$ cat config.mk
export PLATFORM = sky130hd
export DESIGN_NAME = bus_arbiter
export DESIGN_NICKNAME = d
export VERILOG_FILES = /design/src/rtl/bus_arbiter.sv
export SDC_FILE = /design/constraint.sdc
export NUM_CORES = 1
export LEC_CHECK = 0
export BUFFER_PORTS_ARGS = -buffer_cell sky130_fd_sc_hd__buf_4
export CAP_MARGIN = 20
export CORE_AREA = 2 2 198 200
export DETAILED_ROUTE_END_ITERATION = 16
export DIE_AREA = 0 0 200 202
export GPL_TIMING_DRIVEN = 0
export MAX_ROUTING_LAYER = met4
export PLACE_DENSITY = 0.4
export SYNTH_ARGS = -nofsm -noshare
export SYNTH_HDL_FRONTEND = slang
export SYNTH_SLANG_ARGS = --single-unit
$ cat constraint.sdc
create_clock -name clk -period 3.6 [get_ports clk]
set_input_delay 0 -clock clk [delete_from_list [all_inputs] [get_ports clk]]
set_output_delay 0 -clock clk [all_outputs]
set_load 0.1 [all_outputs]
$ cat src/rtl/bus_arbiter.sv
// bus_arbiter: two-to-one arbiter between the instruction-fetch bus (ibus)
// and the load/store bus (dbus) in front of a single memory port. One
// single-beat transaction is outstanding at a time. The granted request is
// registered onto the shared port, and the response returns to the owner as
// a combinational one-cycle data_ok pulse.
// Optional feature macro: BUS_ARBITER_RR_EN selects round-robin tie breaking.
// When it is undefined, dbus always wins ties.
module bus_arbiter #(
  parameter int ADDR_W = 64,
  parameter int DATA_W = 64
) (
  input  logic                  clk,
  input  logic                  reset,
  // instruction-fetch side
  input  logic                  ireq_valid,
  input  logic [ADDR_W-1:0]     ireq_addr,
  output logic                  iresp_data_ok,
  output logic [31:0]           iresp_data,
  // load/store side
  input  logic                  dreq_valid,
  input  logic [ADDR_W-1:0]     dreq_addr,
  input  logic [2:0]            dreq_size,
  input  logic [DATA_W/8-1:0]   dreq_strobe,
  input  logic [DATA_W-1:0]     dreq_data,
  output logic                  dresp_data_ok,
  output logic [DATA_W-1:0]     dresp_data,
  // shared memory port
  output logic                  oreq_valid,
  output logic                  oreq_is_write,
  output logic [ADDR_W-1:0]     oreq_addr,
  output logic [2:0]            oreq_size,
  output logic [DATA_W/8-1:0]   oreq_strobe,
  output logic [DATA_W-1:0]     oreq_data,
  input  logic                  oresp_ready,
  input  logic                  oresp_last,
  input  logic [DATA_W-1:0]     oresp_data
);

  localparam int STRB_W = DATA_W / 8;
  localparam logic [2:0] FETCH_SIZE = 3'b010;  // fetches are always 32-bit

  typedef enum logic [1:0] {
    IDLE   = 2'd0,
    BUSY_I = 2'd1,
    BUSY_D = 2'd2,
    DRAIN  = 2'd3
  } state_t;

  state_t              r_state;
  state_t              w_state_next;

  logic                w_grant_i;
  logic                w_grant_d;

  logic                r_oreq_valid;
  logic                r_oreq_is_write;
  logic [ADDR_W-1:0]   r_oreq_addr;
  logic [2:0]          r_oreq_size;
  logic [STRB_W-1:0]   r_oreq_strobe;
  logic [DATA_W-1:0]   r_oreq_data;

`ifdef BUS_ARBITER_RR_EN
  // 1 means dbus won the most recent grant; resets to "instruction won" so
  // the first tie after reset goes to dbus.
  logic r_last_d;

  // Tie breaking: on a tie the side that lost last time wins; a lone requester always wins
  always_comb begin
    w_grant_d = 1'b0;
    w_grant_i = 1'b0;
    if (dreq_valid && ireq_valid) begin
      w_grant_d = !r_last_d;
      w_grant_i = r_last_d;
    end else begin
      w_grant_d = dreq_valid;
      w_grant_i = ireq_valid;
    end
  end

  // Record the winner of every grant taken from IDLE
  always_ff @(posedge clk or posedge reset) begin
    if (reset) begin
      r_last_d <= 1'b0;
    end else if (r_state == IDLE && (w_grant_d || w_grant_i)) begin
      r_last_d <= w_grant_d;
    end
  end
`else
  // Fixed priority: dbus wins every tie
  always_comb begin
    w_grant_d = dreq_valid;
    w_grant_i = ireq_valid && !dreq_valid;
  end
`endif

  // State register
  always_ff @(posedge clk or posedge reset) begin
    if (reset) begin
      r_state <= IDLE;
    end else begin
      r_state <= w_state_next;
    end
  end

  // Next-state decode and owner completion pulses. A pulse needs the owner to
  // still hold its valid; an abandoned request completes silently. A beat
  // without last is a protocol error and sends us to DRAIN until a proper end.
  always_comb begin
    w_state_next  = r_state;
    iresp_data_ok = 1'b0;
    dresp_data_ok = 1'b0;
    case (r_state)
      IDLE: begin
        if (w_grant_d) begin
          w_state_next = BUSY_D;
        end else if (w_grant_i) begin
          w_state_next = BUSY_I;
        end
      end
      BUSY_I: begin
        if (oresp_ready) begin
          if (oresp_last) begin
            iresp_data_ok = ireq_valid;
            w_state_next  = IDLE;
          end else begin
            w_state_next  = DRAIN;
          end
        end
      end
      BUSY_D: begin
        if (oresp_ready) begin
          if (oresp_last) begin
            dresp_data_ok = dreq_valid;
            w_state_next  = IDLE;
          end else begin
            w_state_next  = DRAIN;
          end
        end
      end
      DRAIN: begin
        if (oresp_ready && oresp_last) begin
          w_state_next = IDLE;
        end
      end
      default: begin
        w_state_next = IDLE;
      end
    endcase
  end

  // Shared-port request registers: loaded on the grant edge, frozen while busy,
  // valid dropped on the completion edge
  always_ff @(posedge clk or posedge reset) begin
    if (reset) begin
      r_oreq_valid    <= 1'b0;
      r_oreq_is_write <= 1'b0;
      r_oreq_addr     <= '0;
      r_oreq_size     <= '0;
      r_oreq_strobe   <= '0;
      r_oreq_data     <= '0;
    end else if (r_state == IDLE) begin
      if (w_grant_d) begin
        r_oreq_valid    <= 1'b1;
        r_oreq_is_write <= |dreq_strobe;
        r_oreq_addr     <= dreq_addr;
        r_oreq_size     <= dreq_size;
        r_oreq_strobe   <= dreq_strobe;
        r_oreq_data     <= dreq_data;
      end else if (w_grant_i) begin
        r_oreq_valid    <= 1'b1;
        r_oreq_is_write <= 1'b0;
        r_oreq_addr     <= ireq_addr;
        r_oreq_size     <= FETCH_SIZE;
        r_oreq_strobe   <= '0;
        r_oreq_data     <= '0;
      end
    end else if (w_state_next == IDLE) begin
      r_oreq_valid <= 1'b0;
    end
  end

  assign oreq_valid    = r_oreq_valid;
  assign oreq_is_write = r_oreq_is_write;
  assign oreq_addr     = r_oreq_addr;
  assign oreq_size     = r_oreq_size;
  assign oreq_strobe   = r_oreq_strobe;
  assign oreq_data     = r_oreq_data;

  // Response data is steered straight from the port; the fetch side picks
  // the 32-bit half addressed by bit 2 of its address.
  assign iresp_data = ireq_addr[2] ? oresp_data[32 +: 32] : oresp_data[0 +: 32];
  assign dresp_data = oresp_data;

endmodule

; ---- Word level (Yosys, flattened, before mapping)
; Cells that the tools add are included.
[totals]
register_bits = 143
inputBits = 273
output_inout_bits = 239
elab_cells = 49
[classes]
n_eq_ne = 4
n_mux = 27
n_reduce_logical = 11
[op_table]
columns = cell, n
row1 = 64-bit two-way mux, 4
row2 = 32-bit two-way mux, 1
row3 = 8-bit two-way mux, 2
row4 = 1-bit two-way mux, 12
row5 = 2-bit two-way mux, 5
row6 = 8-bit OR reduction, 1
row7 = 3-bit two-way mux, 2
row8 = 2-bit one-hot mux with 3 select lines, 1
row9 = 2-bit equality test (second input constant), 2
row10 = 2-bit logical NOT, 2
row11 = 2-bit AND reduction, 2
row12 = 2-bit nonzero test, 2
row13 = 3-bit inequality test (second input constant), 1
row14 = 2-bit by 1-bit equality test with 1-bit output (second input constant), 1
row15 = 1-bit logical AND, 2
row16 = 2-bit OR reduction, 1
row17 = 1-bit logical NOT, 1

; ---- Depth between registers and ports, before layout
; Gate-level depths: netlist (run 1).
[logic_depth]
ltp_word = 8
ltp_mapped = 7
mapped_depth_nobuf = 5

; ---- Least setup slack after synthesis (run 1)
; OpenSTA, ideal clock, no wires.
[synth_path]
kind = flip-flop to flip-flop
from = register r_state[0]
to = register r_oreq_data[32] (netlist: oreq_data[32])
setup_ns = 0.068
arrival_time_ns = 1.422
t_required_ns = 3.532
slack_ns = 2.111
path_stages_with_launch = 8
n_path_buf = 3
synth_period_minus_slack_ns = 1.489
path_cell_list = dfrtp_1 -> inv_1 -> ha_1 -> buf_4 -> buf_4 -> clkbuf_1 -> nand3_1 -> nand2_1
[synth_via]
elab_chain_len = 2
[synth_rtl]
columns = element, line
row1 = start: declaration, 49  ; state_t r_state;
row2 = start signal: assignment, 101  ; r_state <= w_state_next;
row3 = 2-bit logical NOT, 161  ; end else if (r_state == IDLE) begin
row4 = 2-bit AND reduction (no source line), n/a
row5 = end signal: assignment, 168  ; r_oreq_data <= dreq_data;
row6 = end: declaration, 60  ; logic [DATA_W-1:0] r_oreq_data;
; No other way between the ends.
; A chain may end at the register's enable or synchronous reset.

; ---- Worst setup path in the final report (run 1)
[layout_path]
from = register r_state[0]
to = register r_state[1]
[layout_via]
elab_chain_len = 3
word_cells_on_any_way = 6
cone_classes = eq/ne: 3 / mux: 1 / reduce/logical: 2
[layout_rtl]
columns = element, line
row1 = 2-bit equality test / 2-bit by 1-bit equality test with 1-bit output (equally long branches), 112  ; case (r_state)
row2 = 2-bit OR reduction (no source line), n/a
row3 = 2-bit one-hot mux with 3 select lines *, 112
row4 = named net w_state_next[1], 50  ; state_t w_state_next;
; Mark *: on every way through the listed nets, which the timed path passes. The rest lies on a longest branch.

==> results.txt, run 1 <==
The congestion estimate from routability-driven global placement came to 0.855. The startpoint identified for the worst hold timing path is dreq_addr[62]. For the critical path arrival, the log shows 2.85 ns. The sequential area share after synthesis came out at 50.9%. The run gives 8666 as the number of global-route vias before repair. The logs give 38300 µm² for the standard cell core area and 57.0% for the worst slew margin relative to its limit. Setup repair after global routing left no endpoint under its margin.

The number of nets in the finished design was 1750. The endpoint with the worst hold slack is oreq_addr[62]. The logs give 0 ns for the sum of negative setup slack and 512 for the total I/O pin count. The count of endpoints failing hold in the final timing report is 0.

After synthesis the cells add up to 7030 µm². The cell seen most often among critical-path stages is sky130_fd_sc_hd__dlygate4sd3_1. The count of warnings emitted by yosys was 0; the required time of the critical path was 3.96 ns. From left edge to right edge, the die measures 200 µm.

CTS placed an instance of sky130_fd_sc_hd__clkbuf_16 at the clock tree root. The logs give 0.0112 ns for the worst setup skew after layout and 67.2% for the portion of total power attributed to combinational logic. Yosys attributes the largest share of cell area to sky130_fd_sc_hd__dfrtp_1, sky130_fd_sc_hd__nand2_1, sky130_fd_sc_hd__mux2i_1.

In the post-route analysis, the smallest setup slack over all paths is 1.11 ns. The critical path starts at r_state[0]. In this design, the stage delay of the slowest critical-path cell is 0.59 ns. The time the worst path needs with I/O delays and setup is 2.49 ns.

Summed over all nets, the half-perimeter wirelength after detailed placement is 28.9 mm. The total wirelength of the detailed-routed design is 36.5 mm, and the number of max-cap violations is 0. The clock share of power came out at 13.6%. Derived from the worst setup path, the maximum achievable clock frequency is 402 MHz. In this run switching power makes up 61.1% of total power. Along the worst path, the maximum fanout reaches 4. Of the cells placed in the final design, the portion with a size suffix greater than 1 is 45.2%.

The tools report the pre-CTS setup slack as 1.73 ns. Global routing used 18.4% of the available tracks across all layers. Registers take 3580 µm². The max-slew violation count is 0, and the maximum number of pins on one net before global-route repair is 39. After detailed placement, the design holds a cell count of 1766. Hold timing on the final database bottoms out at a slack of 0.00158 ns. In the routed design, unresolved DRC markers number 0.

After the flow finishes, the layout carries non-filler instances totaling 2010. The initial utilization of the core area, before any placement, comes to 18.4%. Summing the areas of all compound-gate instances in the mapped netlist gives 5.89% of the synthesized area.

In this run the critical register-to-register path is captured at r_state[1]. The first global-routing pass estimated 53.0 mm of wire. The via-per-instance ratio is 3.98. In this design, the largest share of critical-path delay is due to buffers and inverters.

The nature of the critical path startpoint was a flop. The clock sink total came out at 143. The flow ran to the end, and the final reports show no timing, DRC or antenna violations. The number of DRC markers in iteration 0 came out at 220. The library cells used most frequently in the layout, excluding fill and tap cells, are sky130_fd_sc_hd__buf_4, sky130_fd_sc_hd__nand2_1, sky130_fd_sc_hd__dlygate4sd3_1.

For this run, the share of the core covered by cells in the final layout is 37.3%. The worst setup path is captured at a flop. Traced cell by cell, the critical path runs through inv_1 > ha_1 > a2bb2oi_1 > dlygate4sd3_1 > nor2_1 > a311oi_1 > dlygate4sd3_1. Wire length per cell: 18.1 µm. The library cell used most frequently in the layout, excluding fill and tap cells, is sky130_fd_sc_hd__buf_4.

By area, the combinational part of the netlist is dominated by simple AND/OR/NAND/NOR gates. The post-synthesis share of cell area spent on and, or, nand and nor gates works out to 17.3%. The logs give 6 for the initial antenna violation count and 8.67 mW for the power dissipated by switching net loads. The synthesized design contains 143 register bits. After Yosys synthesis, full adders, half adders and majority gates account for 0.712% of the synthesized area. The clock transition time at the flip-flop clock pins of the worst setup and hold paths was 0.07 ns. The worst setup path is of the reg -> reg kind. Setup violations remaining at the end of the flow were counted as 0. Fill cells in the final layout number 4034. Net count after synthesis: 1012. The most area-hungry cell type in the Yosys netlist is sky130_fd_sc_hd__dfrtp_1.

IR analysis of the VDD net gives a maximum drop of 0.414 mV. The area share of the largest cell type after synthesis came out at 50.9%. The path depth of the worst reg2reg path is 7, and the detailed-routing iteration count for the pre-antenna-repair pass is 4. The share of cell area taken by muxes after synthesis is 14.2%.

Counting distinct cell types in the post-synthesis netlist gives 26. Hold repair after CTS inserted 206 buffers. Across all register-to-register paths, the minimum setup slack is 1.11 ns. The floorplan die height was 202 µm; the number of buffers inserted to repair setup after CTS was 0. Of the total power, registers draw 19.3%. The maximum clock insertion buffer count was 2. The worst min-delay path category is in -> reg. The H-tree generated during clock tree synthesis spans 4 levels. TritonCTS built the clock tree. In this run the remaining antenna-violating nets after routing total 0. For the via count of the routed design, the log shows 8001. Power spread over the standard cell area amounts to 992 nW/µm².

The synthesized area per cell was 9.56 µm². The critical path's slowest cell was sky130_fd_sc_hd__dlygate4sd3_1. The tools report the full die area as 40400 µm². Parity-gate share of the synthesized area counting xor and xnor cells: 0%. The internal power of the cells totals 5.51 mW.

The total of cells resized after clock tree synthesis was 0. The final critical-path share of the clock period works out to 69.1%. Together, buffers and inverters on the worst path number 3. In the final layout, the multi-input gates occupy 2680 µm². Total leakage power: 7.39 nW. Relative to the synthesized area, the layout overhead comes to 103%. Worst-margin pin slew: 0.645 ns.

At the later pin of the worst-skew pair, clock insertion delay measures 0.42 ns. The worst register-to-register path begins at r_state[0]. The worst hold path cell count was 3.

The remaining global-route overflow is 0. For the synthesized netlist cell count, the log shows 735. Clock tree synthesis inserted a total of 17 buffers.

Row generation in the floorplan step produced 72 rows. The port buffer count works out to 509.
## worst reg2reg max path: stages, from the launching register on
cell	delay, ns
sky130_fd_sc_hd__dfrtp_1	0.40
sky130_fd_sc_hd__inv_1	0.10
sky130_fd_sc_hd__ha_1	0.33
sky130_fd_sc_hd__a2bb2oi_1	0.14
sky130_fd_sc_hd__dlygate4sd3_1	0.59
sky130_fd_sc_hd__nor2_1	0.06
sky130_fd_sc_hd__a311oi_1	0.23
sky130_fd_sc_hd__dlygate4sd3_1	0.58
## cell families (layout without fill, tap and decap cells)
family / Yosys count / count (layout)
AO/OA/AOI/OAI: 76 / 76
multiplexers: 96 / 96
adder cells (fa/ha/maj): 4 / 4
flip-flops: 143 / 143
buffers and inverters: 121 / 871
AND/OR/NAND/NOR: 295 / 295
other: 0 / 7
## sequential cells by signal, summed over array words and instances, names as in the netlist
register       cells
oreq_size          3
oreq_strobe        8
r_state            2
oreq_data         64
oreq_addr         64
oreq_is_write      1
oreq_valid         1
## metal layers
metal / wire length (µm) / up-vias / GRT usage (%)
met2: 19400 / 293 / 33.3
met5: 0 / - / -
met3: 2280 / 42 / 4.32
li1: - / 3871 / -
met4: 1190 / 0 / 7.01
met1: 13600 / 3795 / 19.1
## power groups by stage
stage / registers (mW) / clock network [mW] / logic, mW
after detailed placement: 2.76 / 0 / 9.38
after floorplan: 7.86 / 0 / 1.90
after global routing: 2.84 / 2.06 / 9.96
final: 2.73 / 1.92 / 9.53
after CTS: 2.74 / 2.00 / 9.62
after global placement: 2.74 / 0 / 9.38
## synth_stat cells
library cell                instances
sky130_fd_sc_hd__a211o_1            1
sky130_fd_sc_hd__a21o_1             1
sky130_fd_sc_hd__a21oi_1            3
sky130_fd_sc_hd__a221oi_1           1
sky130_fd_sc_hd__a2bb2oi_1          1
sky130_fd_sc_hd__a311oi_1           1
sky130_fd_sc_hd__a32o_1             1
sky130_fd_sc_hd__and4_1             2
sky130_fd_sc_hd__buf_1              6
sky130_fd_sc_hd__buf_2             16
sky130_fd_sc_hd__buf_4             78
sky130_fd_sc_hd__clkbuf_1          14
sky130_fd_sc_hd__clkbuf_2           1
sky130_fd_sc_hd__dfrtp_1          143
sky130_fd_sc_hd__ha_1               4
sky130_fd_sc_hd__inv_1              6
sky130_fd_sc_hd__mux2_2            32
sky130_fd_sc_hd__mux2i_1           64
sky130_fd_sc_hd__nand2_1          214
sky130_fd_sc_hd__nand2b_1           1
sky130_fd_sc_hd__nand3_1           74
sky130_fd_sc_hd__nor2_1             2
sky130_fd_sc_hd__nor4_1             2
sky130_fd_sc_hd__o21ai_0           44
sky130_fd_sc_hd__o21ai_1           22
sky130_fd_sc_hd__o21ai_4            1
## worst max path at each step
| stage | to | slack (ns) | cells past startpoint |
|---|---|---|---|
| after floorplan | oreq_addr[0] | 1.81 | 1 |
| after global placement | oreq_data[60] | 0.41 | 2 |
| after detailed placement | oreq_data[32] | 1.73 | 7 |
| after CTS | r_state[1] | 1.13 | 7 |
| after global routing | r_state[1] | 0.98 | 7 |
| final | r_state[1] | 1.11 | 7 |
## layout make-up
class                   instances  share of cell area (%)
clock inverters                12                    1.30
multi-input cells             471                    18.8
plain buffers                 115                    5.22
clock buffers                  19                    3.03
repair buffers                719                    41.8
diodes                          7                   0.123
well taps                     518                    4.54
inverters                       6                   0.184
flip-flops and latches        143                    25.0
## metrics by stage
step	power (mW)	area [µm²]
after detailed placement	12.1	11600
after CTS	14.4	14300
final	14.2	14300
after floorplan	9.77	7030
after global routing	14.9	14300
after global placement	12.1	11500
(Power assumes the default switching activity.)
==> run 2: changes to the inputs <==
clock period = 2.1 ns   (was 3.6 ns; I/O delays follow)
==> results.txt, run 2 (synthesized netlist as in run 1, its figures left out) <==
The flow ran to the end, but the final reports show violations. The checks that failed: negative hold slack. The area growth from synthesis to layout came out at 103% (about the same). The final setup violation count is 0 (unchanged), and the later-pin clock latency in the skew report is 0.42 ns (about the same). The setup slack on the worst flop-to-flop path is 0.16 ns (-0.95 ns), and the residual DRC count is 0 (unchanged). The sum of negative setup slack is 0 ns (unchanged), and the floorplan die height is 202 µm (unchanged). The post-route non-filler standard cell count came out at 2010 (unchanged). The most common cell after layout, fill and taps aside was sky130_fd_sc_hd__buf_4.

The tools report the instance count after placement with tap cells included as 1766 (unchanged). The achievable clock frequency was 515 MHz (+28%). The time the worst path needs with I/O delays and setup was 1.94 ns (-0.549 ns).

The logs give 11600 µm² (unchanged) for the placement-stage cell area and 18.4% (about the same) for the global-route usage over all layers. For the count of endpoints failing hold in the final timing report, the log shows 1 (+1). The critical path in this run is classified as reg -> reg. The maximum clock insertion buffer count was 2 (unchanged); the count of fill cells added during filler insertion was 4033 (-0.025%). The number of max-cap violations is 0 (unchanged), and the wire length per cell is 18.1 µm (-0.17%). The number of DRC markers in iteration 0 was 217 (-1.4%); the total wirelength of the detailed-routed design was 36.4 mm (-0.17%). The worst setup path is captured at a flop. The logs give 17 (unchanged) for the number of buffers created by CTS and 57.3% (+0.30 points) for the worst slew margin relative to its limit. The count of H-tree levels built during CTS was 4 (unchanged).

The worst setup path is launched from a flop. Setup repair after global routing left no endpoint under its margin. The clock sink total came out at 143 (unchanged). The post-route worst hold slack is -0.000101 ns (-0.00169 ns), and the clock transition time at the flip-flop clock pins of the worst setup and hold paths is 0.07 ns (about the same).

Power density over the cells: 1700 nW/µm² (+71%). The total power consumption of the routed design was 24.3 mW (+71%); the maximum number of pins on one net before global-route repair was 39 (unchanged). The highest ir drop seen on vdd came out at 0.710 mV (+72%). The required time of the critical path came out at 2.43 ns (-1.53 ns).

The number of global-route vias before repair is 8663 (-0.035%). The proportion of layout cells with a drive suffix above 1 is 45.2% (about the same), and the standard cell core area is 38300 µm² (unchanged). The detailed-routing iteration count for the pre-antenna-repair pass was 4 (unchanged). Max-slew violation count: 0 (unchanged). The starting utilization of the core area came out at 18.4% (unchanged). The library cells used most frequently in the layout, excluding fill and tap cells, are sky130_fd_sc_hd__buf_4, sky130_fd_sc_hd__nand2_1, sky130_fd_sc_hd__dlygate4sd3_1.

The width of the chip works out to 200 µm (unchanged). The highest fanout seen on the critical path is 4 (unchanged). Number of nets in the finished design: 1749 (-0.057%). The final critical-path share of the clock period works out to 92.4% (+23 points). For the HPWL after detailed placement, the log shows 28.9 mm (unchanged). The run gives 40400 µm² (unchanged) as the full die area. The via-per-instance ratio was 3.97 (-0.37%); the critical path arrival was 2.27 ns (-0.58 ns).

The met3 track demand over resource in global routing was 4.31% (-0.017 points); the total I/O pin count was 512 (unchanged). The floorplan row count is 72 (unchanged), and the first-pass GRT wire length is 53.0 mm (about the same). The global-route met1 utilization was 19.1% (+0.052 points); the initial antenna violation count was 6 (unchanged). TritonCTS built the clock tree.

The worst-margin pin slew is 0.640 ns (-0.00448 ns), and the total leakage power is 7.38 nW (about the same). The tree is rooted in a sky130_fd_sc_hd__clkbuf_16. The remaining antenna violation count after routing was 0 (unchanged); the utilization after layout was 37.3% (about the same).

The logs give 0.0112 ns (-0.0000229 ns) for the worst setup skew after layout and 0 (unchanged) for the remaining global-route overflow. The via count of the routed design is 7971 (-0.37%), and the global routing met2 resource utilization is 33.7% (+0.36 points). The port buffer count came out at 509 (unchanged).

met2 is the most crowded layer. The global placement routability congestion came out at 0.855 (unchanged). The worst hold path belongs to the class in -> reg. The total non-filler cell area in the finished layout is 14300 µm² (about the same).
run 2: path summary, 6_finish.rpt:
check | to | start | cells after the start
worst min-delay path | oreq_addr[62] | dreq_addr[62] | 3
min in group asynchronous | oreq_addr[21] | reset | 3
worst max register to register | r_state[1] | r_state[0] | 6
max in group asynchronous | oreq_data[0] | reset | 5
worst max-delay path | r_state[1] | r_state[0] | 6
worst min register to register | oreq_data[39] | oreq_data[39] | 2
run 2: worst max-delay path: stages, from the launching register on:
cell                            delay (ns)
sky130_fd_sc_hd__dfrtp_1              0.40
sky130_fd_sc_hd__inv_1                0.10
sky130_fd_sc_hd__ha_1                 0.32
sky130_fd_sc_hd__a2bb2oi_1            0.15
sky130_fd_sc_hd__dlygate4sd3_1        0.59
sky130_fd_sc_hd__nor2_1               0.06
sky130_fd_sc_hd__a311oi_1             0.23
run 2: power by group:
| group | internal [mW] | switching, mW |
|---|---|---|
| logic | 3.40 | 12.9 |
| registers | 4.01 | 0.674 |
| clock network | 2.00 | 1.29 |
| total | 9.41 | 14.8 |
run 2: routing by layer:
layer / vias to the layer above / share of wire, %
li1: 3872 / -
met2: 302 / 53
met5: - / 0
met4: 0 / 3.2
met1: 3757 / 37
met3: 40 / 6.3
run 2: area by class of cell:
cell class / instances / area, µm² / share of cell area [%]
multi-input combinational: 471 / 2680 / 18.8
tap: 518 / 648 / 4.54
inverter: 6 / 26.3 / 0.184
buffer: 115 / 746 / 5.22
sequential: 143 / 3580 / 25.1
timing repair buffer: 718 / 5960 / 41.7
clock inverter: 12 / 185 / 1.30
clock buffer: 19 / 433 / 3.03
antenna: 8 / 20.0 / 0.140
run 2: what timing repair did:
action	CTS	global route
buffers inserted	0	0
hold endpoints to repair	161	0
gates resized for setup	0	0
hold buffers	205	0
run 2: through the flow:
stage	setup WS [ns]	hold WS, ns
global placement	-1.09	0.234
detailed placement	0.229	0.108
floorplan	0.309	0.114
finish	0.160	-0.000101
global route	0.0226	0.0491
CTS	0.143	0.0539
